==> src/rtl/uart_alu_interface_pkg.sv <==
// Shared definitions for the UART <-> ALU byte sequencer: widths, state
// encodings and the opcode constants also used by the ALU.
package uart_alu_interface_pkg;

    localparam int unsigned NB_DATA_DEF = 8;
    localparam int unsigned NB_OP_DEF   = 6;

    typedef enum logic [2:0] {
        ST_WAIT_A  = 3'd0,
        ST_WAIT_B  = 3'd1,
        ST_WAIT_OP = 3'd2,
        ST_CALC    = 3'd3,
        ST_SEND    = 3'd4,
        ST_WAIT_TX = 3'd5
    } state_t;

    localparam logic [NB_OP_DEF-1:0] OP_ADD = 6'h20;
    localparam logic [NB_OP_DEF-1:0] OP_SUB = 6'h22;
    localparam logic [NB_OP_DEF-1:0] OP_AND = 6'h24;
    localparam logic [NB_OP_DEF-1:0] OP_OR  = 6'h25;
    localparam logic [NB_OP_DEF-1:0] OP_XOR = 6'h26;
    localparam logic [NB_OP_DEF-1:0] OP_NOR = 6'h27;
    localparam logic [NB_OP_DEF-1:0] OP_SRA = 6'h03;
    localparam logic [NB_OP_DEF-1:0] OP_SRL = 6'h02;

    // States in which a received byte cannot be accepted
    function automatic logic is_busy(input state_t s);
        return (s == ST_CALC) || (s == ST_SEND) || (s == ST_WAIT_TX);
    endfunction

endpackage

==> src/rtl/uart_alu_interface_if.sv <==
// Receiver/ALU/transmitter side signals of the sequencer, grouped as one bundle.
interface uart_alu_interface_if
    import uart_alu_interface_pkg::*;
#(
    parameter int unsigned NB_DATA = NB_DATA_DEF,
    parameter int unsigned NB_OP   = NB_OP_DEF
);
    logic [NB_DATA-1:0] i_rx_data;
    logic               i_rx_done;
    logic [NB_DATA-1:0] i_alu_result;
    logic               i_tx_done;
    logic [NB_DATA-1:0] o_alu_a;
    logic [NB_DATA-1:0] o_alu_b;
    logic [NB_OP-1:0]   o_alu_op;
    logic [NB_DATA-1:0] o_tx_data;
    logic               o_tx_start;
    logic               o_busy;
    logic               o_drop;

    modport master (
        input  i_rx_data, i_rx_done, i_alu_result, i_tx_done,
        output o_alu_a, o_alu_b, o_alu_op, o_tx_data, o_tx_start, o_busy, o_drop
    );

    modport slave (
        output i_rx_data, i_rx_done, i_alu_result, i_tx_done,
        input  o_alu_a, o_alu_b, o_alu_op, o_tx_data, o_tx_start, o_busy, o_drop
    );
endinterface

==> src/rtl/uart_alu_interface.sv <==
// Collects operand A, operand B and opcode bytes from the UART receiver,
// latches the ALU result and launches it on the UART transmitter.
module uart_alu_interface
    import uart_alu_interface_pkg::*;
#(
    parameter int unsigned NB_DATA = NB_DATA_DEF,
    parameter int unsigned NB_OP   = NB_OP_DEF
)(
    input  logic                   i_clock,
    input  logic                   i_reset,
    uart_alu_interface_if.master   bus
);

    state_t             state_q, state_nxt;
    logic [NB_DATA-1:0] alu_a_q, alu_a_nxt;
    logic [NB_DATA-1:0] alu_b_q, alu_b_nxt;
    logic [NB_OP-1:0]   alu_op_q, alu_op_nxt;
    logic [NB_DATA-1:0] tx_data_q, tx_data_nxt;
    logic               tx_start_q, tx_start_nxt;
    logic               drop_q, drop_nxt;

    always_ff @(posedge i_clock or negedge i_reset) begin
        if (!i_reset) begin
            state_q    <= ST_WAIT_A;
            alu_a_q    <= '0;
            alu_b_q    <= '0;
            alu_op_q   <= '0;
            tx_data_q  <= '0;
            tx_start_q <= 1'b0;
            drop_q     <= 1'b0;
        end else begin
            state_q    <= state_nxt;
            alu_a_q    <= alu_a_nxt;
            alu_b_q    <= alu_b_nxt;
            alu_op_q   <= alu_op_nxt;
            tx_data_q  <= tx_data_nxt;
            tx_start_q <= tx_start_nxt;
            drop_q     <= drop_nxt;
        end
    end

    always_comb begin
        state_nxt    = state_q;
        alu_a_nxt    = alu_a_q;
        alu_b_nxt    = alu_b_q;
        alu_op_nxt   = alu_op_q;
        tx_data_nxt  = tx_data_q;
        tx_start_nxt = 1'b0;
        drop_nxt     = 1'b0;

        case (state_q)
            ST_WAIT_A: begin
                if (bus.i_rx_done) begin
                    alu_a_nxt = bus.i_rx_data;
                    state_nxt = ST_WAIT_B;
                end
            end
            ST_WAIT_B: begin
                if (bus.i_rx_done) begin
                    alu_b_nxt = bus.i_rx_data;
                    state_nxt = ST_WAIT_OP;
                end
            end
            ST_WAIT_OP: begin
                if (bus.i_rx_done) begin
                    alu_op_nxt = bus.i_rx_data[NB_OP-1:0];
                    state_nxt  = ST_CALC;
                end
            end
            ST_CALC: begin
                tx_data_nxt  = bus.i_alu_result;
                tx_start_nxt = 1'b1;
                drop_nxt     = bus.i_rx_done;
                state_nxt    = ST_SEND;
            end
            ST_SEND: begin
                drop_nxt  = bus.i_rx_done;
                state_nxt = ST_WAIT_TX;
            end
            ST_WAIT_TX: begin
                // A byte coinciding with tx_done is still dropped
                drop_nxt = bus.i_rx_done;
                if (bus.i_tx_done) begin
                    state_nxt = ST_WAIT_A;
                end
            end
            default: begin
                state_nxt = ST_WAIT_A;
            end
        endcase
    end

    assign bus.o_alu_a    = alu_a_q;
    assign bus.o_alu_b    = alu_b_q;
    assign bus.o_alu_op   = alu_op_q;
    assign bus.o_tx_data  = tx_data_q;
    assign bus.o_tx_start = tx_start_q;
    assign bus.o_drop     = drop_q;
    assign bus.o_busy     = is_busy(state_q);

endmodule

==> src/flat_wrapper.sv <==
// flat-port wrapper written by rule: the top's interface ports become plain ports
module uart_alu_interface_flat import uart_alu_interface_pkg::*;
#(
    parameter int unsigned NB_DATA = NB_DATA_DEF,
    parameter int unsigned NB_OP   = NB_OP_DEF
)
  (i_clock, i_reset, bus_i_rx_data, bus_i_rx_done, bus_i_alu_result, bus_i_tx_done, bus_o_alu_a, bus_o_alu_b, bus_o_alu_op, bus_o_tx_data, bus_o_tx_start, bus_o_busy, bus_o_drop);
  uart_alu_interface_if #(.NB_DATA(NB_DATA), .NB_OP(NB_OP)) bus_i ();
  input  logic i_clock;
  input  logic i_reset;
  input wire logic [$bits(bus_i.i_rx_data)-1:0] bus_i_rx_data;
  input wire logic [$bits(bus_i.i_rx_done)-1:0] bus_i_rx_done;
  input wire logic [$bits(bus_i.i_alu_result)-1:0] bus_i_alu_result;
  input wire logic [$bits(bus_i.i_tx_done)-1:0] bus_i_tx_done;
  output wire logic [$bits(bus_i.o_alu_a)-1:0] bus_o_alu_a;
  output wire logic [$bits(bus_i.o_alu_b)-1:0] bus_o_alu_b;
  output wire logic [$bits(bus_i.o_alu_op)-1:0] bus_o_alu_op;
  output wire logic [$bits(bus_i.o_tx_data)-1:0] bus_o_tx_data;
  output wire logic [$bits(bus_i.o_tx_start)-1:0] bus_o_tx_start;
  output wire logic [$bits(bus_i.o_busy)-1:0] bus_o_busy;
  output wire logic [$bits(bus_i.o_drop)-1:0] bus_o_drop;
  assign bus_i.i_rx_data = bus_i_rx_data;
  assign bus_i.i_rx_done = bus_i_rx_done;
  assign bus_i.i_alu_result = bus_i_alu_result;
  assign bus_i.i_tx_done = bus_i_tx_done;
  assign bus_o_alu_a = bus_i.o_alu_a;
  assign bus_o_alu_b = bus_i.o_alu_b;
  assign bus_o_alu_op = bus_i.o_alu_op;
  assign bus_o_tx_data = bus_i.o_tx_data;
  assign bus_o_tx_start = bus_i.o_tx_start;
  assign bus_o_busy = bus_i.o_busy;
  assign bus_o_drop = bus_i.o_drop;
  uart_alu_interface #(.NB_DATA(NB_DATA), .NB_OP(NB_OP)) u_core (.i_clock(i_clock), .i_reset(i_reset), .bus(bus_i));
endmodule
==> config.mk <==
export PLATFORM = sky130hd
export DESIGN_NAME = uart_alu_interface_flat
export DESIGN_NICKNAME = d
export VERILOG_FILES = /design/src/rtl/uart_alu_interface_pkg.sv /design/src/rtl/uart_alu_interface_if.sv /design/src/rtl/uart_alu_interface.sv /design/src/flat_wrapper.sv
export SDC_FILE = /design/constraint.sdc
export NUM_CORES = 1
export LEC_CHECK = 0
export CORE_UTILIZATION = 42
export CTS_CLUSTER_DIAMETER = 80
export DETAILED_ROUTE_END_ITERATION = 16
export HOLD_SLACK_MARGIN = 0.03
export PLACE_DENSITY = 0.84
export SYNTH_ARGS = -nofsm -noshare
export SYNTH_HDL_FRONTEND = slang
export SYNTH_SLANG_ARGS = --single-unit
==> constraint.sdc <==
create_clock -name i_clock -period 1.9 [get_ports i_clock]
set_input_delay 0.38 -clock i_clock [delete_from_list [all_inputs] [get_ports i_clock]]
set_output_delay 0.38 -clock i_clock [all_outputs]
set_load 0.01 [all_outputs]
==> results.txt, run 1 <==
----------------------------------------------------
[Yosys]
  Adder and majority gate portion of the synthesized area ... 0
  Sequential-to-total area share from yosys stat ... 0.643
  #FFs+latches synth ... 35
  Largest family of logic cells by synthesized area ... multiplexers
  Synth Warn # ... 0
  Post-Syn Nets ... 105
  Post-Synthesis Cell Area ... 1360 sq um
  Share of synthesized area spent on multiplexers ... 0.248
  Synthesized area divided by synthesized cell count ... 16.0 sq um
  Post-Synth Simple-Gate Area ... 0.0735
  Fraction of the mapped netlist area in compound gates ... 0.0184
  Area share of xor/xnor cells in the synthesized design ... 0
  Distinct cell type count after synthesis ... 17
  Count of mapped cells out of synthesis ... 85

[Routing]
  Sum of routed wire length over all layers ... 2660 microns
  Routed length per placed instance ... 13.8 microns
  DRC Markers ... 0
  Detail-routed via count per cell ... 4.91
  DRT Pass-1 Iters ... 3
  Starting DRC count in detailed routing ... 14
  Total number of vias ... 942
  DRT antenna net count ... 0

[Power]
  Fraction of power consumed by sequential logic ... 0.392
  LEAKAGE ... 0.868 nW
  Share of power burned in the clock network ... 0.116
  Sw Share ... 0.304
  VDD IR max ... 0.000779 V
  Total design power ... 3.39 mW
  Combinational fraction of design power ... 0.492
  Psw ... 1.03 mW
  Pwr dens ... 1660 nW/um^2
  Int Power ... 2.36 mW

[Worst hold path]
  Hold Path Class ... input port to asynchronous set/reset pin

[Worst setup path]
  Sequence of cells on the critical path ... nand2b_1 > nand2_1 > dlygate4sd2_1
  Kind of capture point of the worst setup path ... output pin
  Kind of start point of the critical path ... flip-flop
  Worst Reg-to-Reg Cells ... 4
  Highest cell delay on the worst timing path ... 0.41 ns
  Largest delay share family, worst path ... flip-flops
  Critical path peak fanout ... 4
  CP arrival ... 1.27 ns
  Setup slack, reg-to-reg ... 0.38 ns
  Sum of buffers and inverters on the critical path ... 1
  Startpoint-to-endpoint class of the critical path ... flip-flop to output pin
  Highest-delay cell along the critical path ... sky130_fd_sc_hd__dfrtp_1
  Worst path depth ... 3
  Required @ worst endpoint ... 1.52 ns

[Timing]
  Setup Viol. Count Final ... 0
  Fin crit share ... 0.869
  Slew at the pin closest to its max-slew limit ... 0.424 ns
  Layout Skew ... 0.00544 ns
  Final slew viol count ... 0
  Final critical delay including setup and external delays ... 1.65 ns
  RSZ-0062 raised after global routing ... false
  Peak Freq ... 605 MHz
  Number of failing hold endpoints at the final stage ... 0
  Remaining max-slew budget at the tightest pin ... 0.717
  Aggregate negative setup slack ... 0 ns

[Final layout]
  Net total in the final layout ... 168
  Most used cells in the layout excluding fill and tap cells ... sky130_fd_sc_hd__clkdlybuf4s50_1 (51), sky130_fd_sc_hd__dfrtp_1 (34), sky130_fd_sc_hd__mux2_2 (26)
  Post-route core utilization ... 0.668
  Final cell count without fillers ... 192
  Ratio of cells with drive above 1 in the final layout ... 0.311
  Antenna diode count ... 0
  Layout Area Growth over Synthesis ... 49.8%
  Leading cell type in the layout, fill and taps excluded ... sky130_fd_sc_hd__clkdlybuf4s50_1
  Final std cell area, no fill ... 2040 sq um

[Clock network]
  Post-CTS Hold Fix Bufs ... 0
  Clk buf depth ... 2
  H-tree lvl count ... 2
  Clock latency of the later-clocked register in the worst-skew pair ... 0.32 ns
  Num CTS Buffers ... 5
  Number of sinks driven by the clock tree ... 35
  Root buffer cell ... sky130_fd_sc_hd__clkbuf_4
  CTS tree ... yes
  Clk slew on worst S/H paths ... 0.10 ns

[Global route]
  Overall global routing resource usage ... 0.180
  Number of antenna violations at the first check in global routing ... 0
  Remaining global-route overflow ... 0
  Wire length of the first global-routing pass ... 4470 microns
  Number of global-route vias before repair ... 1012
  Pin count of the biggest net entering global routing ... 36

[Place]
  Routability congestion estimate ... 0.702
  Post-placement cell count ... 185
  IO buf count ... 52
  Total cell area at the placement stage ... 1980 sq um
  Final HPWL from detailed placement ... 2060 microns

[Die]
  Starting utilization of the core area ... 0.446
  Die outline height ... 59.0 microns
  Die extent in x ... 59.0 microns
  Ports ... 53
  Rows ... 20
  Floorplan Core Area ... 3050 sq um
  Total die area ... 3480 sq um

[Job]
  Max-cap violations ... 0

[Run status]
  Outcome ... complete, no violations

----------------------------------------------------
## flip-flops by register name (all words and copies together), names as in the netlist
signal and flops:
u_core.bus.o_drop 1, u_core.bus.o_alu_a 8, u_core.bus.o_alu_b 8, u_core.bus.o_alu_op 6, u_core.bus.o_tx_data 8, u_core.bus.o_tx_start 1, u_core.state_q 3
## per-layer routing
metal / up-vias / global-route usage / share of wire
met5: - / 0 / 0
met4: 0 / 0.0918 / 0.021
met3: 7 / 0.0681 / 0.094
met2: 46 / 0.313 / 0.50
met1: 463 / 0.190 / 0.39
li1: 426 / - / -
## area by class of cell
cell class,instances,area (sq um)
flip-flops and latches,35,877
repair buffers,60,579
inverters,1,3.75
clock buffers,6,51.3
fillers,242,1010
well taps,44,55.1
clock inverters,1,5.00
multi-input cells,45,469
## cell families (layout without fill, tap and decap cells)
kind of cell	Yosys count	after routing
AO/OA/AOI/OAI	4	4
buffers and inverters	5	68
flip-flops	35	35
multiplexers	30	30
AND/OR/NAND/NOR	11	11
## Yosys cell counts
cell type	number	area [sq um]
sky130_fd_sc_hd__or4b_2	1	10.0
sky130_fd_sc_hd__dfrtp_1	35	876
sky130_fd_sc_hd__mux2_2	26	293
sky130_fd_sc_hd__buf_2	4	20.0
sky130_fd_sc_hd__a21boi_0	1	7.51
sky130_fd_sc_hd__o211ai_1	1	7.51
sky130_fd_sc_hd__a21oi_1	1	5.00
sky130_fd_sc_hd__nand2b_1	2	12.5
sky130_fd_sc_hd__nand2_1	1	3.75
sky130_fd_sc_hd__o21ai_0	1	5.00
sky130_fd_sc_hd__and2_1	1	6.26
sky130_fd_sc_hd__inv_1	1	3.75
sky130_fd_sc_hd__mux2_1	4	45.0
sky130_fd_sc_hd__nor4bb_1	2	20.0
sky130_fd_sc_hd__nor4b_4	1	23.8
sky130_fd_sc_hd__nand3b_1	2	15.0
sky130_fd_sc_hd__or3b_2	1	8.76
## stage by stage
stage | hold slack, ns | setup WS [ns]
3_3_place_gp | 0.469 | 0.0852
6_report | 0.461 | 0.248
5_1_grt | 0.474 | 0.159
2_1_floorplan | 0.0844 | 0.475
4_1_cts | 0.457 | 0.230
3_5_place_dp | 0.484 | 0.0370
## power groups by stage
| stage | Clock, mW | Sequential (mW) | Combinational [mW] |
|---|---|---|---|
| after floorplan | 0 | 1.49 | 0.593 |
| after global placement | 0 | 1.32 | 1.64 |
| after detailed placement | 0 | 1.35 | 1.70 |
| after CTS | 0.412 | 1.34 | 1.69 |
| after global routing | 0.448 | 1.38 | 1.80 |
| final | 0.391 | 1.33 | 1.67 |
## path summary, 6_finish.rpt
kind	from	end
max in group asynchronous	i_reset	u_core.state_q[0]
hold / removal	i_reset	u_core.bus.o_drop
min in group i_clock	u_core.bus.o_alu_a[4]	u_core.bus.o_alu_a[4]
setup / recovery	u_core.state_q[1]	bus_o_busy
hold reg to reg	u_core.bus.o_alu_a[4]	u_core.bus.o_alu_a[4]
setup reg to reg	u_core.state_q[2]	u_core.bus.o_alu_b[0]
## what timing repair did
item	4_1_cts	5_1_grt
setup endpoints to repair	1	0
setup buffers	0	0
resized for setup	2	0
(Power assumes the default switching activity.)
==> run 2: changes to the inputs <==
Settings changed: ABC_AREA set to 1, CELL_PAD_IN_SITES_DETAIL_PLACEMENT set to 1, CELL_PAD_IN_SITES_GLOBAL_PLACEMENT set to 1, CORE_UTILIZATION 42 to 34, CTS_BUF_LIST set to sky130_fd_sc_hd__clkbuf_4 sky130_fd_sc_hd__clkbuf_8, PLACE_DENSITY 0.84 to 0.87.
==> results.txt, run 2 <==
----------------------------------------------------
[Yosys]
  Distinct cell type count after synthesis ... 15 (was 17)
  Area share of xor/xnor cells in the synthesized design ... 0 (unchanged)
  Post-Synth Simple-Gate Area ... 0.218 (was 0.0735)
  Largest family of logic cells by synthesized area ... simple AND/OR/NAND/NOR gates (was multiplexers)
  Post-Syn Nets ... 170 (was 105)
  Sequential-to-total area share from yosys stat ... 0.577 (was 0.643)
  #FFs+latches synth ... 35 (unchanged)
  Count of mapped cells out of synthesis ... 150 (was 85)
  Cell type with the highest aggregate area in the netlist ... sky130_fd_sc_hd__dfrtp_1 (unchanged)
  Share of synthesized flip-flops with an asynchronous set or reset ... 1.00 (unchanged)
  Fraction of the mapped netlist area in compound gates ... 0.130 (was 0.0184)
  Post-synth EDFFs ... 0 (unchanged)
  Synthesized area divided by synthesized cell count ... 10.1 sq um (was 16.0 sq um)
  Yosys top cell area share ... 0.577 (was 0.643)
  Adder and majority gate portion of the synthesized area ... 0 (unchanged)
  Most common flop cell mapped by yosys ... sky130_fd_sc_hd__dfrtp_1 (unchanged)
  Share of synthesized area spent on multiplexers ... 0 (was 0.248)
  Synth top cells by count ... sky130_fd_sc_hd__nand2_1 (53), sky130_fd_sc_hd__dfrtp_1 (35), sky130_fd_sc_hd__o21ai_2 (22) (was sky130_fd_sc_hd__dfrtp_1 (35), sky130_fd_sc_hd__mux2_2 (26), sky130_fd_sc_hd__buf_2 (4), sky130_fd_sc_hd__mux2_1 (4))
  Synth Warn # ... 0 (unchanged)
  Post-Synthesis Cell Area ... 1520 sq um (was 1360 sq um)
  Biggest area contributors in the synthesized netlist ... sky130_fd_sc_hd__dfrtp_1 (58%), sky130_fd_sc_hd__nand2_1 (13%), sky130_fd_sc_hd__o21ai_2 (13%) (was sky130_fd_sc_hd__dfrtp_1 (64%), sky130_fd_sc_hd__mux2_2 (21%), sky130_fd_sc_hd__mux2_1 (3.3%))
  Leading cell type by number of instances after synthesis ... sky130_fd_sc_hd__nand2_1 (was sky130_fd_sc_hd__dfrtp_1)

[Clock network]
  Root buffer cell ... sky130_fd_sc_hd__clkbuf_8 (was sky130_fd_sc_hd__clkbuf_4)
  Num CTS Buffers ... 5 (unchanged)
  H-tree lvl count ... 2 (unchanged)
  Clk slew on worst S/H paths ... 0.07 ns (was 0.10 ns)
  CTS tree ... yes (unchanged)
  Clock latency of the later-clocked register in the worst-skew pair ... 0.28 ns (was 0.32 ns)
  Post-CTS Hold Fix Bufs ... 0 (unchanged)
  Clk buf depth ... 2 (unchanged)
  Number of sinks driven by the clock tree ... 35 (unchanged)

[Final layout]
  Leading cell type in the layout, fill and taps excluded ... sky130_fd_sc_hd__nand2_1 (was sky130_fd_sc_hd__clkdlybuf4s50_1)
  Count of filler cells inserted in the layout ... 491 (was 242)
  Final std cell area, no fill ... 2150 sq um (was 2040 sq um)
  Antenna diode count ... 0 (unchanged)
  Net total in the final layout ... 228 (was 168)
  Layout Area Growth over Synthesis ... 42.0% (was 49.8%)
  Ratio of cells with drive above 1 in the final layout ... 0.227 (was 0.311)
  Most used cells in the layout excluding fill and tap cells ... sky130_fd_sc_hd__nand2_1 (53), sky130_fd_sc_hd__clkdlybuf4s50_1 (51), sky130_fd_sc_hd__dfrtp_1 (34) (was sky130_fd_sc_hd__clkdlybuf4s50_1 (51), sky130_fd_sc_hd__dfrtp_1 (34), sky130_fd_sc_hd__mux2_2 (26))

[Power]
  Pwr dens ... 1660 nW/um^2 (about the same)
  Total design power ... 3.57 mW (was 3.39 mW)
  LEAKAGE ... 1.05 nW (was 0.868 nW)
  VDD IR max ... 0.000783 V (was 0.000779 V)

[Worst setup path]
  CP Launch Point ... u_core.bus.o_alu_a[7] (was u_core.state_q[1])
  Highest-delay cell along the critical path ... sky130_fd_sc_hd__clkdlybuf4s50_1 (was sky130_fd_sc_hd__dfrtp_1)
  Reg-to-Reg Start ... u_core.state_q[2] (unchanged)
  Setup slack, reg-to-reg ... 0.60 ns (was 0.38 ns)
  Startpoint-to-endpoint class of the critical path ... flip-flop to output pin (unchanged)
  Required @ worst endpoint ... 1.52 ns (about the same)
  Critical Path Sink ... bus_o_alu_a[7] (was bus_o_busy)
  Kind of start point of the critical path ... flip-flop (unchanged)
  Critical path peak fanout ... 2 (was 4)
  Highest cell delay on the worst timing path ... 0.57 ns (was 0.41 ns)
  Capture instance of the worst register-to-register path ... u_core.bus.o_alu_op[2] (was u_core.bus.o_alu_b[0])
  Kind of capture point of the worst setup path ... output pin (unchanged)
  Sum of buffers and inverters on the critical path ... 1 (unchanged)
  Worst Reg-to-Reg Cells ... 5 (was 4)
  Largest delay share family, worst path ... buffers and inverters (was flip-flops)
  Sequence of cells on the critical path ... clkdlybuf4s50_1 (was nand2b_1 > nand2_1 > dlygate4sd2_1)
  Worst path depth ... 1 (was 3)
  CP arrival ... 1.22 ns (was 1.27 ns)

[Global route]
  Wire length of the first global-routing pass ... 5820 microns (was 4470 microns)
  Overall global routing resource usage ... 0.174 (was 0.180)
  Pin count of the biggest net entering global routing ... 36 (unchanged)
  Remaining global-route overflow ... 0 (unchanged)
  Number of antenna violations at the first check in global routing ... 0 (unchanged)
  Number of global-route vias before repair ... 1235 (was 1012)

[Routing]
  DRC Markers ... 0 (unchanged)
  Total number of vias ... 1183 (was 942)
  Detail-routed via count per cell ... 4.60 (was 4.91)
  DRT Pass-1 Iters ... 4 (was 3)
  DRT antenna net count ... 0 (unchanged)
  Sum of routed wire length over all layers ... 3580 microns (was 2660 microns)
  Starting DRC count in detailed routing ... 69 (was 14)
  Routed length per placed instance ... 13.9 microns (was 13.8 microns)

[Place]
  IO buf count ... 52 (unchanged)
  Final HPWL from detailed placement ... 2670 microns (was 2060 microns)
  Total cell area at the placement stage ... 2070 sq um (was 1980 sq um)
  Routability congestion estimate ... 0.798 (was 0.702)

[Timing]
  Setup Viol. Count Final ... 0 (unchanged)
  Number of failing hold endpoints at the final stage ... 0 (unchanged)
  Slew at the pin closest to its max-slew limit ... 0.445 ns (was 0.424 ns)
  Remaining max-slew budget at the tightest pin ... 0.703 (was 0.717)
  Final critical delay including setup and external delays ... 1.60 ns (was 1.65 ns)
  Final slew viol count ... 0 (unchanged)
  Layout Skew ... 0.00276 ns (was 0.00544 ns)
  Fin crit share ... 0.841 (was 0.869)
  Worst Hold Slack ... 0.485 ns (was 0.461 ns)
  Aggregate negative setup slack ... 0 ns (unchanged)
  RSZ-0062 raised after global routing ... false (unchanged)
  Peak Freq ... 626 MHz (was 605 MHz)

[Job]
  Max-cap violations ... 0 (unchanged)

[Die]
  Die extent in x ... 68.8 microns (was 59.0 microns)
  Die outline height ... 68.8 microns (was 59.0 microns)
  Rows ... 23 (was 20)
  Ports ... 53 (unchanged)
  Floorplan Core Area ... 4140 sq um (was 3050 sq um)
  Total die area ... 4730 sq um (was 3480 sq um)
  Starting utilization of the core area ... 0.366 (was 0.446)

[Run status]
  Outcome ... complete, no violations (unchanged)

[Worst hold path]
  Hold Path Class ... flip-flop to flip-flop (was input port to asynchronous set/reset pin)

----------------------------------------------------
## run 2: cell types whose count changed in the layout (fill, tap and decap cells not counted), moves of 3 or more
| cell | delta |
|---|---|
| sky130_fd_sc_hd__nand2_1 | +52 |
| sky130_fd_sc_hd__mux2_2 | -26 |
| sky130_fd_sc_hd__o21ai_2 | +22 |
| sky130_fd_sc_hd__inv_1 | +10 |
| sky130_fd_sc_hd__nand3_1 | +5 |
| sky130_fd_sc_hd__buf_4 | -4 |
| sky130_fd_sc_hd__clkbuf_4 | -4 |
| sky130_fd_sc_hd__clkbuf_8 | +4 |
| sky130_fd_sc_hd__inv_2 | +4 |
| sky130_fd_sc_hd__mux2_1 | -4 |
| sky130_fd_sc_hd__nand2_2 | +3 |
| sky130_fd_sc_hd__nor2_1 | +3 |
| sky130_fd_sc_hd__nor2_4 | +3 |
## run 2: kinds of logic after synthesis
kind of cell,after synthesis
AO/OA/AOI/OAI,23
flip-flops,35
AND/OR/NAND/NOR,72
buffers and inverters,20
## run 2: tightest hold or removal path, delay by kind of cell (launching register included)
family / cells / cell delay (ns)
AOI/OAI and AO/OA: 1 / 0.05
DFF: 1 / 0.34
and+or+nand+nor: 1 / 0.07
## run 2: timing repair
action / 4_1_cts / 5_1_grt
setup buffers: 1 / 0
resized for setup: 1 / 1
endpoints found under the setup margin: 1 / 1
## run 2: area by class of cell
type | instances | area [sq um] | share of cell area
multi-input combinational | 95 | 529 | 0.246
inverter | 15 | 56.3 | 0.0261
timing repair buffer | 56 | 553 | 0.257
tap | 50 | 62.6 | 0.0290
sequential | 35 | 877 | 0.407
clock buffer | 6 | 76.3 | 0.0354
## run 2: how the worst min path moves through the flow
stage                                        from                 endpoint  slack, ns  depth (start not counted)
after global placement      u_core.bus.o_alu_b[4]    u_core.bus.o_alu_b[4]       0.47                          2
after floorplan                           i_reset    u_core.bus.o_alu_a[0]       0.08                          0
after global routing      u_core.bus.o_tx_data[1]  u_core.bus.o_tx_data[1]       0.52                          2
after detailed placement  u_core.bus.o_tx_data[2]  u_core.bus.o_tx_data[2]       0.47                          2
after CTS                   u_core.bus.o_alu_a[6]    u_core.bus.o_alu_a[6]       0.49                          2
final                       u_core.bus.o_alu_a[6]    u_core.bus.o_alu_a[6]       0.49                          2
## run 2: metal layers
metal,up-vias,wire (microns),global-route usage
li1,582,-,-
met1,564,1480,0.205
met2,30,1890,0.304
met3,7,136,0.0345
met4,0,70,0.0765
met5,-,0,0
## run 2: where the power goes
part | switching (mW) | total, mW | leakage, nW | internal [mW]
logic | 0.872 | 1.77 | 0.574 | 0.898
registers | 0.201 | 1.29 | 0.437 | 1.09
clock network | 0.249 | 0.508 | 0.0406 | 0.259
total | 1.32 | 3.57 | 1.05 | 2.25
## run 2: metrics by stage
stage | worst slack [ns] | util | std cells
3_5_place_dp | 0.220 | 0.499 | 250
2_1_floorplan | 0.730 | - | 150
5_1_grt | 0.264 | 0.520 | 257
6_report | 0.303 | 0.520 | 257
4_1_cts | 0.00443 | 0.519 | 257
3_3_place_gp | 0.261 | 0.499 | 250
==> run 3: changes to the inputs <==
Clock period 1.9 ns to 1.65 ns, I/O delays scaled along.
==> results.txt, run 3 (same netlist as run 2, synthesis figures left out) <==
----------------------------------------------------
[Die]
  Starting utilization of the core area ... 0.366 (unchanged)
  Total die area ... 4730 sq um (unchanged)
  Rows ... 23 (unchanged)
  Ports ... 53 (unchanged)
  Die extent in x ... 68.8 microns (unchanged)
  Die outline height ... 68.8 microns (unchanged)
  Floorplan Core Area ... 4140 sq um (unchanged)

[Clock network]
  H-tree lvl count ... 2 (unchanged)
  Clk slew on worst S/H paths ... 0.07 ns (about the same)
  Root buffer cell ... sky130_fd_sc_hd__clkbuf_8 (unchanged)
  Num CTS Buffers ... 5 (unchanged)
  Clk buf depth ... 2 (unchanged)
  Number of sinks driven by the clock tree ... 35 (unchanged)
  CTS tree ... yes (unchanged)
  Post-CTS Hold Fix Bufs ... 0 (unchanged)
  Clock latency of the later-clocked register in the worst-skew pair ... 0.29 ns (was 0.28 ns)

[Global route]
  Remaining global-route overflow ... 0 (unchanged)
  Overall global routing resource usage ... 0.171 (was 0.174)
  Number of global-route vias before repair ... 1191 (was 1235)
  Number of antenna violations at the first check in global routing ... 0 (unchanged)
  Pin count of the biggest net entering global routing ... 36 (unchanged)
  Wire length of the first global-routing pass ... 5710 microns (was 5820 microns)

[Worst setup path]
  Worst Reg-to-Reg Cells ... 6 (was 5)
  Highest-delay cell along the critical path ... sky130_fd_sc_hd__dfrtp_1 (was sky130_fd_sc_hd__clkdlybuf4s50_1)
  Kind of capture point of the worst setup path ... output pin (unchanged)
  Startpoint-to-endpoint class of the critical path ... flip-flop to output pin (unchanged)
  Critical path peak fanout ... 3 (was 2)
  Sequence of cells on the critical path ... nand2_1 > nand2_1 > inv_1 > nor2_1 > clkdlybuf4s15_1 (was clkdlybuf4s50_1)
  Reg-to-Reg Start ... u_core.state_q[2] (unchanged)
  Capture instance of the worst register-to-register path ... u_core.bus.o_alu_op[1] (was u_core.bus.o_alu_op[2])
  Sum of buffers and inverters on the critical path ... 2 (was 1)
  Most frequent CP cell ... sky130_fd_sc_hd__nand2_1
  Highest cell delay on the worst timing path ... 0.38 ns (was 0.57 ns)
  Kind of start point of the critical path ... flip-flop (unchanged)
  Required @ worst endpoint ... 1.32 ns (was 1.52 ns)
  CP arrival ... 1.22 ns (about the same)
  Largest delay share family, worst path ... flip-flops (was buffers and inverters)
  Setup slack, reg-to-reg ... 0.25 ns (was 0.60 ns)

[Place]
  Final HPWL from detailed placement ... 2550 microns (was 2670 microns)
  IO buf count ... 52 (unchanged)
  Routability congestion estimate ... 0.752 (was 0.798)

[Power]
  LEAKAGE ... 1.08 nW (was 1.05 nW)
  Pwr dens ... 1990 nW/um^2 (was 1660 nW/um^2)
  VDD IR max ... 0.000846 V (was 0.000783 V)

[Timing]
  Layout Skew ... 0.00501 ns (was 0.00276 ns)
  Fin crit share ... 0.939
  Remaining max-slew budget at the tightest pin ... 0.796 (was 0.703)
  Final critical delay including setup and external delays ... 1.55 ns
  RSZ-0062 raised after global routing ... false (unchanged)
  Setup Viol. Count Final ... 0 (unchanged)
  Worst Hold Slack ... 0.410 ns (was 0.485 ns)
  Number of failing hold endpoints at the final stage ... 0 (unchanged)
  Final slew viol count ... 0 (unchanged)
  Slew at the pin closest to its max-slew limit ... 0.305 ns (was 0.445 ns)
  Peak Freq ... 645 MHz
  Aggregate negative setup slack ... 0 ns (unchanged)

[Final layout]
  Net total in the final layout ... 231 (was 228)
  Layout Area Growth over Synthesis ... 48.0% (was 42.0%)
  Most used cells in the layout excluding fill and tap cells ... sky130_fd_sc_hd__nand2_1 (53), sky130_fd_sc_hd__clkdlybuf4s50_1 (51), sky130_fd_sc_hd__dfrtp_1 (35) (was sky130_fd_sc_hd__nand2_1 (53), sky130_fd_sc_hd__clkdlybuf4s50_1 (51), sky130_fd_sc_hd__dfrtp_1 (34))
  Leading cell type in the layout, fill and taps excluded ... sky130_fd_sc_hd__nand2_1 (unchanged)
  Ratio of cells with drive above 1 in the final layout ... 0.241 (was 0.227)
  Antenna diode count ... 0 (unchanged)

[Routing]
  Routed length per placed instance ... 13.4 microns (was 13.9 microns)
  Sum of routed wire length over all layers ... 3510 microns (was 3580 microns)
  DRT Pass-1 Iters ... 4 (unchanged)
  DRC Markers ... 0 (unchanged)
  Total number of vias ... 1183 (unchanged)
  DRT antenna net count ... 0 (unchanged)
  Starting DRC count in detailed routing ... 60 (was 69)
  Detail-routed via count per cell ... 4.52 (was 4.60)

[Run status]
  Outcome ... complete, no violations (unchanged)

[Job]
  Max-cap violations ... 0 (unchanged)

[Worst hold path]
  Hold Path Class ... input port to asynchronous set/reset pin (was flip-flop to flip-flop)

----------------------------------------------------
-- run 3: how the worst max path moves through the flow --
stage                                 start                      to  slack (ns)  cells after the start
after floorplan           u_core.state_q[2]              bus_o_busy        0.53                      4
after global placement        bus_i_rx_done  u_core.bus.o_alu_op[2]        0.09                      6
after detailed placement      bus_i_rx_done  u_core.bus.o_alu_op[5]        0.02                      6
after CTS                 u_core.state_q[2]              bus_o_busy        0.03                      5
after global routing      u_core.state_q[1]              bus_o_busy        0.02                      5
final                     u_core.state_q[1]              bus_o_busy        0.10                      5
-- run 3: stage by stage --
stage                     std cells   util  power, mW  instance area (sq um)  setup slack, ns
after floorplan                 150      -       2.58                   1520            0.530
after global placement          251  0.504       3.47                   2090           0.0877
after detailed placement        251  0.504       3.56                   2090           0.0191
after CTS                       260  0.538       4.51                   2230           0.0312
after global routing            262  0.542       4.80                   2250           0.0156
final                           262  0.542       4.47                   2250            0.101
-- run 3: cell type report --
| class | count | area [sq um] |
|---|---|---|
| clock buffers | 5 | 68.8 |
| repair buffers | 59 | 586 |
| flip-flops and latches | 35 | 876 |
| fillers | 474 | 1900 |
| well taps | 50 | 62.6 |
| multi-input cells | 95 | 529 |
| inverters | 15 | 56.3 |
| clock inverters | 3 | 67.6 |
-- run 3: what timing repair did --
action	in CTS	in global routing
buffers inserted	1	2
setup endpoints to repair	1	1
resized for setup	1	1
-- run 3: metal layers --
metal  GRT usage  up-vias  share of wire
li1            -      586              -
met1       0.205      558           0.43
met2       0.279       32           0.50
met3      0.0576        7          0.051
met4      0.0765        0          0.027
met5           0        -              0
-- run 3: report_power, final --
group	leakage (nW)	internal, mW	switching [mW]
combinational	0.580	1.06	1.01
sequential	0.439	1.25	0.225
clock	0.0644	0.603	0.324
total	1.08	2.92	1.56
